`src/rtl/pc_sequencer.sv`:
```
// Next-address / stall sequencer for the ProgramCounter: sequential fetch, redirects,
// multi-cycle load-use stalls and halt on jump-to-self, plus a saturating stall counter.
module pc_sequencer #(
    parameter int ADDR_W      = 16,
    parameter int PC_INC      = 1,
    parameter int BR_PENALTY  = 2,
    parameter int HALT_DETECT = 1
) (
    input  logic              clk,
    input  logic              reset,
    input  logic [ADDR_W-1:0] pc,
    input  logic              hazard_req,
    input  logic [1:0]        hazard_cycles,
    input  logic              redirect_valid,
    input  logic [ADDR_W-1:0] redirect_pc,
    input  logic [ADDR_W-1:0] redirect_target,
    input  logic              ext_resume,
    output logic [ADDR_W-1:0] pc_next,
    output logic              pc_stall,
    output logic              flush,
    output logic              halted,
    output logic [15:0]       stall_count
);

    typedef enum logic [1:0] {RUN, STALL, FLUSH, HALT} state_t;

    localparam logic [ADDR_W-1:0] INC       = ADDR_W'(PC_INC);
    localparam logic [2:0]        FLUSH_CNT = 3'(BR_PENALTY - 1);

    state_t            state_q, state_d;
    logic [2:0]        cnt_q, cnt_d;
    logic              halted_q, halted_d;
    logic [15:0]       stall_count_q, stall_count_d;
    logic [ADDR_W-1:0] pc_seq;

    assign pc_seq = pc + INC;

    always_comb begin
        state_d  = state_q;
        cnt_d    = cnt_q;
        pc_next  = pc_seq;
        pc_stall = 1'b0;
        flush    = 1'b0;

        if (reset) begin
            pc_next  = '0;
            pc_stall = 1'b1;
            flush    = 1'b1;
            state_d  = RUN;
            cnt_d    = 3'd0;
        end else if (state_q == HALT) begin
            if (ext_resume) begin
                state_d = RUN;
                cnt_d   = 3'd0;
            end else begin
                pc_next  = pc;
                pc_stall = 1'b1;
                flush    = 1'b1;
            end
        end else if (redirect_valid) begin
            // A redirect wins in RUN, STALL and FLUSH alike and discards any pending stall/flush.
            pc_next = redirect_target;
            flush   = 1'b1;
            if (HALT_DETECT == 1 && redirect_target == redirect_pc) begin
                state_d = HALT;
                cnt_d   = 3'd0;
            end else if (BR_PENALTY > 1) begin
                state_d = FLUSH;
                cnt_d   = FLUSH_CNT;
            end else begin
                state_d = RUN;
                cnt_d   = 3'd0;
            end
        end else begin
            case (state_q)
                RUN: begin
                    if (hazard_req) begin
                        pc_next  = pc;
                        pc_stall = 1'b1;
                        if (hazard_cycles > 2'd1) begin
                            state_d = STALL;
                            cnt_d   = {1'b0, hazard_cycles} - 3'd1;
                        end
                    end
                end
                STALL: begin
                    pc_next  = pc;
                    pc_stall = 1'b1;
                    cnt_d    = cnt_q - 3'd1;
                    if (cnt_q <= 3'd1) begin
                        state_d = RUN;
                        cnt_d   = 3'd0;
                    end
                end
                FLUSH: begin
                    flush = 1'b1;
                    cnt_d = cnt_q - 3'd1;
                    if (cnt_q <= 3'd1) begin
                        state_d = RUN;
                        cnt_d   = 3'd0;
                    end
                end
                default: begin
                    state_d = RUN;
                    cnt_d   = 3'd0;
                end
            endcase
        end

        halted_d      = (state_d == HALT);
        stall_count_d = stall_count_q;
        if (pc_stall && stall_count_q != 16'hFFFF) begin
            stall_count_d = stall_count_q + 16'd1;
        end
    end

    always_ff @(posedge clk) begin
        if (reset) begin
            state_q       <= RUN;
            cnt_q         <= 3'd0;
            halted_q      <= 1'b0;
            stall_count_q <= 16'd0;
        end else begin
            state_q       <= state_d;
            cnt_q         <= cnt_d;
            halted_q      <= halted_d;
            stall_count_q <= stall_count_d;
        end
    end

    assign halted      = halted_q;
    assign stall_count = stall_count_q;

endmodule
```
`config.mk`:
```
export PLATFORM = sky130hd
export DESIGN_NAME = pc_sequencer
export DESIGN_NICKNAME = d
export VERILOG_FILES = /design/src/rtl/pc_sequencer.sv
export SDC_FILE = /design/constraint.sdc
export NUM_CORES = 1
export LEC_CHECK = 0
export CORE_ASPECT_RATIO = 2
export CORE_MARGIN = 2
export CORE_UTILIZATION = 40
export CTS_BUF_LIST = sky130_fd_sc_hd__clkbuf_16
export DETAILED_ROUTE_END_ITERATION = 10
export PLACE_DENSITY_LB_ADDON = 0.2
export SLEW_MARGIN = 30
export SYNTH_ARGS = -nofsm -noshare
export SYNTH_HDL_FRONTEND = slang
export SYNTH_SLANG_ARGS = --single-unit
```
`constraint.sdc`:
```
create_clock -name clk -period 7.5 [get_ports clk]
set_input_delay 2.25 -clock clk [delete_from_list [all_inputs] [get_ports clk]]
set_output_delay 2.25 -clock clk [all_outputs]
set_load 0.005 [all_outputs]
```
# ---- Yosys cells after proc, flatten, opt, wreduce, memory -nomap -nowiden
# Cells that the tools add are included.
# Widths: inputs -> output; s select.
dict set report classes {
  n_lt_le_gt_ge 2
  n_mux 33
  n_mul 0
  bitwise_logic 0
  addsub 4
  n_div 0
  shifts 0
  reduce_logical 4
  n_eq_ne 9
}
# op count
set ops {}
lappend ops {{$mux 16} 5}
lappend ops {{$add 16x1->16 const B} 2}
lappend ops {{$pmux 16 s2} 1}
lappend ops {{$mux 3} 6}
lappend ops {{$eq 16x16->1} 1}
lappend ops {{$ne 16x16->1 const B} 1}
lappend ops {{$mux 2} 7}
lappend ops {{$mux 1} 11}
lappend ops {{$ne 4x4->1 const B} 2}
lappend ops {{$eq 2x2->1 const B} 3}
lappend ops {{$pmux 3 s2} 1}
lappend ops {{$pmux 2 s2} 1}
lappend ops {{$le 3x1->1 const B} 1}
lappend ops {{$reduce_and 3->1} 1}
lappend ops {{$sub 2x1->3 const B} 1}
lappend ops {{$sub 3x1->3 const B} 1}
lappend ops {{$eq 2x1->1 const B} 1}
lappend ops {{$gt 2x1->1 const B} 1}
lappend ops {{$logic_not 2->1} 1}
lappend ops {{$ne 2x2->1 const B} 1}
lappend ops {{$pmux 1 s2} 1}
lappend ops {{$reduce_or 2->1} 1}
lappend ops {{$logic_and 1x1->1} 1}
dict set report word_totals {
  mem_bits_ro 0
  memories 0
  elab_cells 56
  output_inout_bits 35
  in_bits 55
  reg_bits 22
  ramBits 0
  latch_bits 0
}

# ---- Depth between registers and ports, before layout
# Gate-level depths: netlist of the first run.
dict set report logic_depth {
  ltp_word 8
  mapped_depth 9
  ltp_nobuf 8
}

# ---- Worst setup path after synthesis of the first run
# OpenSTA, ideal clock, no wires.
dict set report synth_timing {
  kind {in2out}
  from {input port pc[3]}
  to {output port pc_next[7]}
  required_ns 5.250
  setup_slack_ns 1.817
  stages 6
  arrival_time_ns 3.433
  n_path_buf 1
  path_cell_list {and4_4 and4_1 buf_4 a21oi_1 a311o_1 a221oi_2}
}
dict set report synth_via {
  elab_chain_cells 6
  elab_cells_between_ends 7
  classes_between {add/sub: 1; mux: 6}
}
# item line_no
set synth_lines {}
lappend synth_lines {{start: declaration} 11} ;# input logic [ADDR_W-1:0] pc,
lappend synth_lines {{$add 16x1->16 (*)} 36} ;# assign pc_seq = pc + INC;
lappend synth_lines {{$mux 16} 77} ;# if (hazard_req) begin
lappend synth_lines {{$pmux 16 s2} 75} ;# case (state_q)
lappend synth_lines {{$mux 16} 60} ;# end else if (redirect_valid) begin
lappend synth_lines {{$mux 16 (*)} 51} ;# end else if (state_q == HALT) begin
lappend synth_lines {{$mux 16 (*)} 45} ;# if (reset) begin
lappend synth_lines {{end: declaration} 18} ;# output logic [ADDR_W-1:0] pc_next,
# Mark *: on every way between the ends. The rest lies on a longest branch, timed or not.

# ---- Worst setup path in the final report of the first run
dict set report layout_timing {
  from {input port pc[1]}
  to {output port pc_next[12]}
}
# The elaborated chain is that of the path after synthesis.

==> results_dict.tcl, run 1 <==
set metrics [dict create \
    outcome "finished clean" \
    worstPathRequired_ns 5.25 \
    max_cap_violations 0 \
    antenna_found_initial 0 \
    cts_setup_buffers 0 \
    clk_latency_ns 0.26 \
    crit_type "primary input to output pin" \
    p_leak_nw 1.25 \
    diodes 0 \
    yosysUniqueCellTypes 58 \
    htreeDepth 1 \
    die_w_um 58.5 \
    critPathLaunchType "primary input" \
    fp.dieH_um 113 \
    setup_viol 0 \
    fin_crit_sh_pct 94.2 \
    hold_class "flop to flop" \
    crit_family "buffers and inverters" \
    power_density_mw_per_mm2 122 \
    final_cell_mix "clkdlybuf4s50_1 (89), nand2_1 (43), nor2_1 (34), a21oi_1 (24)" \
    irDropWorstVdd_uv 190 \
    drt-total-wl_um 7490 \
    cts_made_buffers 3 \
    fin_nets 476 \
    drive_above_1_share_pct 7.07 \
    finalPower_uw 417 \
    grt_pass1_vias 2714 \
    relSlewSlack_pct 55.3 \
    dieArea_mm2 0.00660 \
    synth_edf_count 0 \
    yosysSeqAreaShare_pct 18.6 \
    fin_util_pct 59.7 \
    crit_path_end_kind "output pin" \
    grt_max_degree 45 \
    mostFrequentLayoutCell "clkdlybuf4s50_1" \
    track_usage_pct 23.3 \
    io_pins 90 \
    ys.flop_type "dfxtp_1" \
    synth_async_sr_flop_share_pct 0 \
    dp_hpwl_um 6030 \
    hold_viol_final 0 \
    num_rows 39 \
    comb_power_share_pct 34.5 \
    cts_root_buf "clkbuf_16" \
    dr.pass1.iters 5 \
    final.setup.tns_ns 0 \
    start_util_pct 41.6 \
    synth_seq_cells 22 \
    critPathMostFrequentCell "clkdlybuf4s50_1" \
    cts.sinks 22 \
    synth.avg_cell_area_um2 7.23 \
    area_delta_synth_final_pct 43.8 \
    routedWlPerCell_um 15.9 \
    core_area_mm2 0.00571 \
    critPathSlowestCell "clkdlybuf4s50_1" \
    overflow 0 \
    switching_power_uw 114 \
    netlist_instances 328 \
    max_freq_ghz 0.141 \
    hold_buffers 0 \
    slew_violations 0 \
    cts_resized 0 \
    io_buffers 89 \
    p_int_uw 303 \
    tritoncts "done" \
    cp_cell_sequence "clkdlybuf4s50_1, ha_1, and3_2, nand4_1, mux2i_1, a2111oi_0, clkdlybuf4s50_1" \
    via_count 2790 \
    antenna_left 0 \
    vias_per_cell 5.92 \
    finClkSkew_ns 0.00155 \
    worst_pin_slew_ns 0.670 \
    fin_crit_ns 7.07 \
    cp_max_fo 7 \
    place_congestion 0.877 \
    synth_area_mm2 0.00237 \
    slowest_delay_ns 0.60 \
    clockPowerShare_pct 35.4 \
    drtIter0Drc 124 \
    drc 0 \
    syn_nets 393 \
    rsz0062_at_grt "false" \
    p_seq_share_pct 30.1 \
    synth_warnings 0 \
    cts_max_path_buffers 2 \
    cp_num_buf_inv 2 \
    switching_share_pct 27.4 \
    grt_pass1_wl_um 12400 \
    clk_pin_slew_ns 0.06 \
    cp.arrival_ns 4.82 \
]
-- power groups by stage --
stage	clock network [mW]	logic, mW	registers (mW)
floorplan	0	0.0718	0.127
global placement	0	0.142	0.128
detailed placement	0	0.143	0.128
CTS	0.150	0.144	0.125
global route	0.155	0.158	0.126
finish	0.148	0.144	0.125
-- area by class of cell --
type,count,area (um^2)
inverters,15,56.3
flip-flops and latches,22,440
clock buffers,3,75.1
repair buffers,94,928
well taps,61,76.3
clock inverters,1,30.0
fillers,562,2300
multi-input cells,275,1800
-- stage by stage --
step           hold slack [ns]  worst slack (ns)  area, um^2  instances
2_1_floorplan            0.489              1.82        2370        328
6_report                 0.520             0.432        3410        471
3_3_place_gp             0.495             0.521        3310        467
5_1_grt                  0.565             0.358        3410        471
4_1_cts                  0.514             0.441        3410        471
3_5_place_dp             0.506             0.453        3310        467
-- worst paths after layout --
kind	start	endpoint	slack, ns	cells past startpoint
setup / recovery	pc[1]	pc_next[12]	0.43	7
hold / removal	stall_count[12]	stall_count[12]	0.52	2
setup reg to reg	state_q[0]	stall_count[11]	5.01	8
hold reg to reg	stall_count[12]	stall_count[12]	0.52	2
-- worst min-delay path, stage by stage (launching register included) --
cell and delay (ns):
dfxtp_1 0.34, o31ai_1 0.08, a21oi_1 0.06
-- cell families after synthesis --
family	count (synthesis)	synth area share [%]
flip-flops	22	18.6
AO/OA/AOI/OAI	92	27.2
buffers and inverters	31	5.38
multiplexers	10	4.75
AND/OR/NAND/NOR	138	29.6
adder cells (fa/ha/maj)	10	5.27
XOR/XNOR	25	9.23
-- flip-flops by register name (all words and copies together) (netlist names) --
| signal | cells |
|---|---|
| halted | 1 |
| state_q | 2 |
| cnt_q | 3 |
| stall_count | 16 |
-- metal layers --
metal / share of wire [%] / vias up / wire length [um] / global-route usage, %
li1: - / 1382 / - / -
met1: 35 / 1288 / 2620 / 23.6
met2: 58 / 103 / 4320 / 45.0
met3: 4.4 / 17 / 331 / 2.63
met4: 3.0 / 0 / 223 / 10.1
met5: 0 / - / 0 / 0
-- Yosys cell counts, types with 3 or more instances --
cell type	number	share of area, %
nand2_1	43	6.8
nor2_1	34	5.4
a21oi_1	24	5.1
dfxtp_1	22	19
xnor2_1	22	8.1
o21ai_0	15	3.2
inv_1	14	2.2
a211oi_1	10	3.2
ha_1	10	5.3
nand4_1	10	2.6
mux2i_1	9	3.8
nand3_1	9	1.9
o22ai_1	9	2.4
a2111oi_0	8	3.0
clkbuf_1	8	1.3
nor3_1	6	1.3
or3_1	6	1.6
buf_2	5	1.1
nand2b_1	5	1.3
and3_2	4	1.3
and4_1	4	1.5
a31oi_1	3	0.79
and3_1	3	0.79
xor2_1	3	1.1
Note: power is estimated with default switching activity, not from simulation.
==> run 2, diff against run 1 <==
--- a/config.mk
+++ b/config.mk
@@ -5,6 +5,7 @@
 export SDC_FILE = /design/constraint.sdc
 export NUM_CORES = 1
 export LEC_CHECK = 0
+export CAP_MARGIN = 20
 export CORE_ASPECT_RATIO = 2
 export CORE_MARGIN = 2
 export CORE_UTILIZATION = 40
==> constraint.sdc (replaced) <==
create_clock -name clk -period 7.5 [get_ports clk]
set_input_delay 1.5 -clock clk [delete_from_list [all_inputs] [get_ports clk]]
set_output_delay 1.5 -clock clk [all_outputs]
set_load 0.005 [all_outputs]
==> results_dict.tcl, run 2 (synthesis gave the netlist of run 1 again) <==
set metrics [dict create \
    outcome "finished clean" \
    io_pins 90 \
    irDropWorstVdd_uv 160 \
    fin_crit_sh_pct 74.1 \
    start_util_pct 41.6 \
    via_count 2757 \
    vias_per_cell 5.90 \
    grt_pass1_vias 2723 \
    cts_made_buffers 3 \
    io_buffers 89 \
    cts_setup_buffers 0 \
    largest_reg_flops 16 \
    cts_root_buf "clkbuf_16" \
    fin_util_pct 58.8 \
    drc 0 \
    setup_viol 0 \
    hold_class "flop to flop" \
    hold_buffers 0 \
    fin_nets 472 \
    grt_max_degree 45 \
    fp.dieH_um 113 \
    core_area_mm2 0.00571 \
    clk_pin_slew_ns 0.06 \
    drive_above_1_share_pct 5.91 \
    cts.sinks 22 \
    diodes 0 \
    cp.arrival_ns 4.06 \
    cp_max_fo 8 \
    max_freq_ghz 0.180 \
    finalPower_uw 381 \
    finClkSkew_ns 0.00364 \
    overflow 0 \
    mostFrequentLayoutCell "clkdlybuf4s50_1" \
    crit_type "primary input to output pin" \
    drtIter0Drc 118 \
    area_delta_synth_final_pct 41.4 \
    antenna_found_initial 0 \
    routedWlPerCell_um 16.2 \
    hold_ws_ns 0.519 \
    relSlewSlack_pct 48.9 \
    antenna_left 0 \
    die_w_um 58.5 \
    worst_pin_slew_ns 0.747 \
    final_cell_mix "clkdlybuf4s50_1 (89), nand2_1 (43), nor2_1 (34), a21oi_1 (24)" \
    stdcell_count 467 \
    final.setup.tns_ns 0 \
    pre_cts_ws_ns 1.97 \
    grt_pass1_wl_um 12400 \
    htreeDepth 1 \
    place_congestion 0.898 \
    drt-total-wl_um 7560 \
    dr.pass1.iters 6 \
    cts_max_path_buffers 2 \
    worstPathRequired_ns 6.00 \
    fin_crit_ns 5.56 \
    track_usage_pct 23.6 \
    tritoncts "done" \
    slew_violations 0 \
    dieArea_mm2 0.00660 \
    critPathLaunchType "primary input" \
    crit_path_end_kind "output pin" \
    placed_area_mm2 0.00328 \
    hold_viol_final 0 \
    max_cap_violations 0 \
    dp_cells 463 \
    p_leak_nw 1.22 \
    cts_resized 0 \
    rsz0062_at_grt "false" \
    clk_latency_ns 0.25 \
    fillers 530 \
    power_density_mw_per_mm2 114 \
    dp_hpwl_um 6130 \
    num_rows 39 \
    final_area_mm2 0.00335 \
    finalWorstSetupSlack_ns 1.94 \
]
==> run 2: routing by layer <==
| metal | wire length [um] | part of all wire [%] | GRT usage (%) |
|---|---|---|---|
| met5 | 0 | 0 | 0 |
| met3 | 308 | 4.1 | 1.71 |
| met2 | 4330 | 57 | 46.1 |
| met4 | 380 | 5.0 | 12.4 |
| met1 | 2550 | 34 | 23.0 |
==> run 2: final timing paths <==
| path | from | end | slack, ns | cells after the start |
|---|---|---|---|---|
| worst min-delay path | stall_count[12] | stall_count[12] | 0.52 | 2 |
| worst max-delay path | pc[0] | pc_next[12] | 1.94 | 7 |
| worst min register to register | stall_count[12] | stall_count[12] | 0.52 | 2 |
| worst max register to register | state_q[1] | stall_count[6] | 5.00 | 7 |
==> run 2: report_power, final <==
| group | switching (mW) | leakage, nW | internal [mW] | total (mW) |
|---|---|---|---|---|
| clock | 0.0417 | 0.0385 | 0.0711 | 0.113 |
| sequential | 0.00482 | 0.179 | 0.121 | 0.126 |
| combinational | 0.0680 | 1.00 | 0.0750 | 0.143 |
| total | 0.115 | 1.22 | 0.267 | 0.381 |
==> run 2: cell type report <==
cell class	instances	area (um^2)	share of cell area, %
clock buffer	3	75.1	2.24
clock inverter	1	3.75	0.112
inverter	15	56.3	1.68
multi-input combinational	275	1800	53.8
sequential	22	440	13.1
tap	61	76.3	2.28
timing repair buffer	90	898	26.8
==> run 2: critical path, stage by stage <==
cell and delay, ns:
clkdlybuf4s50_1 0.65, ha_1 0.32, and3_2 0.28, nand4_1 0.12, mux2i_1 0.14, a2111oi_0 0.47
clkdlybuf4s50_1 0.59
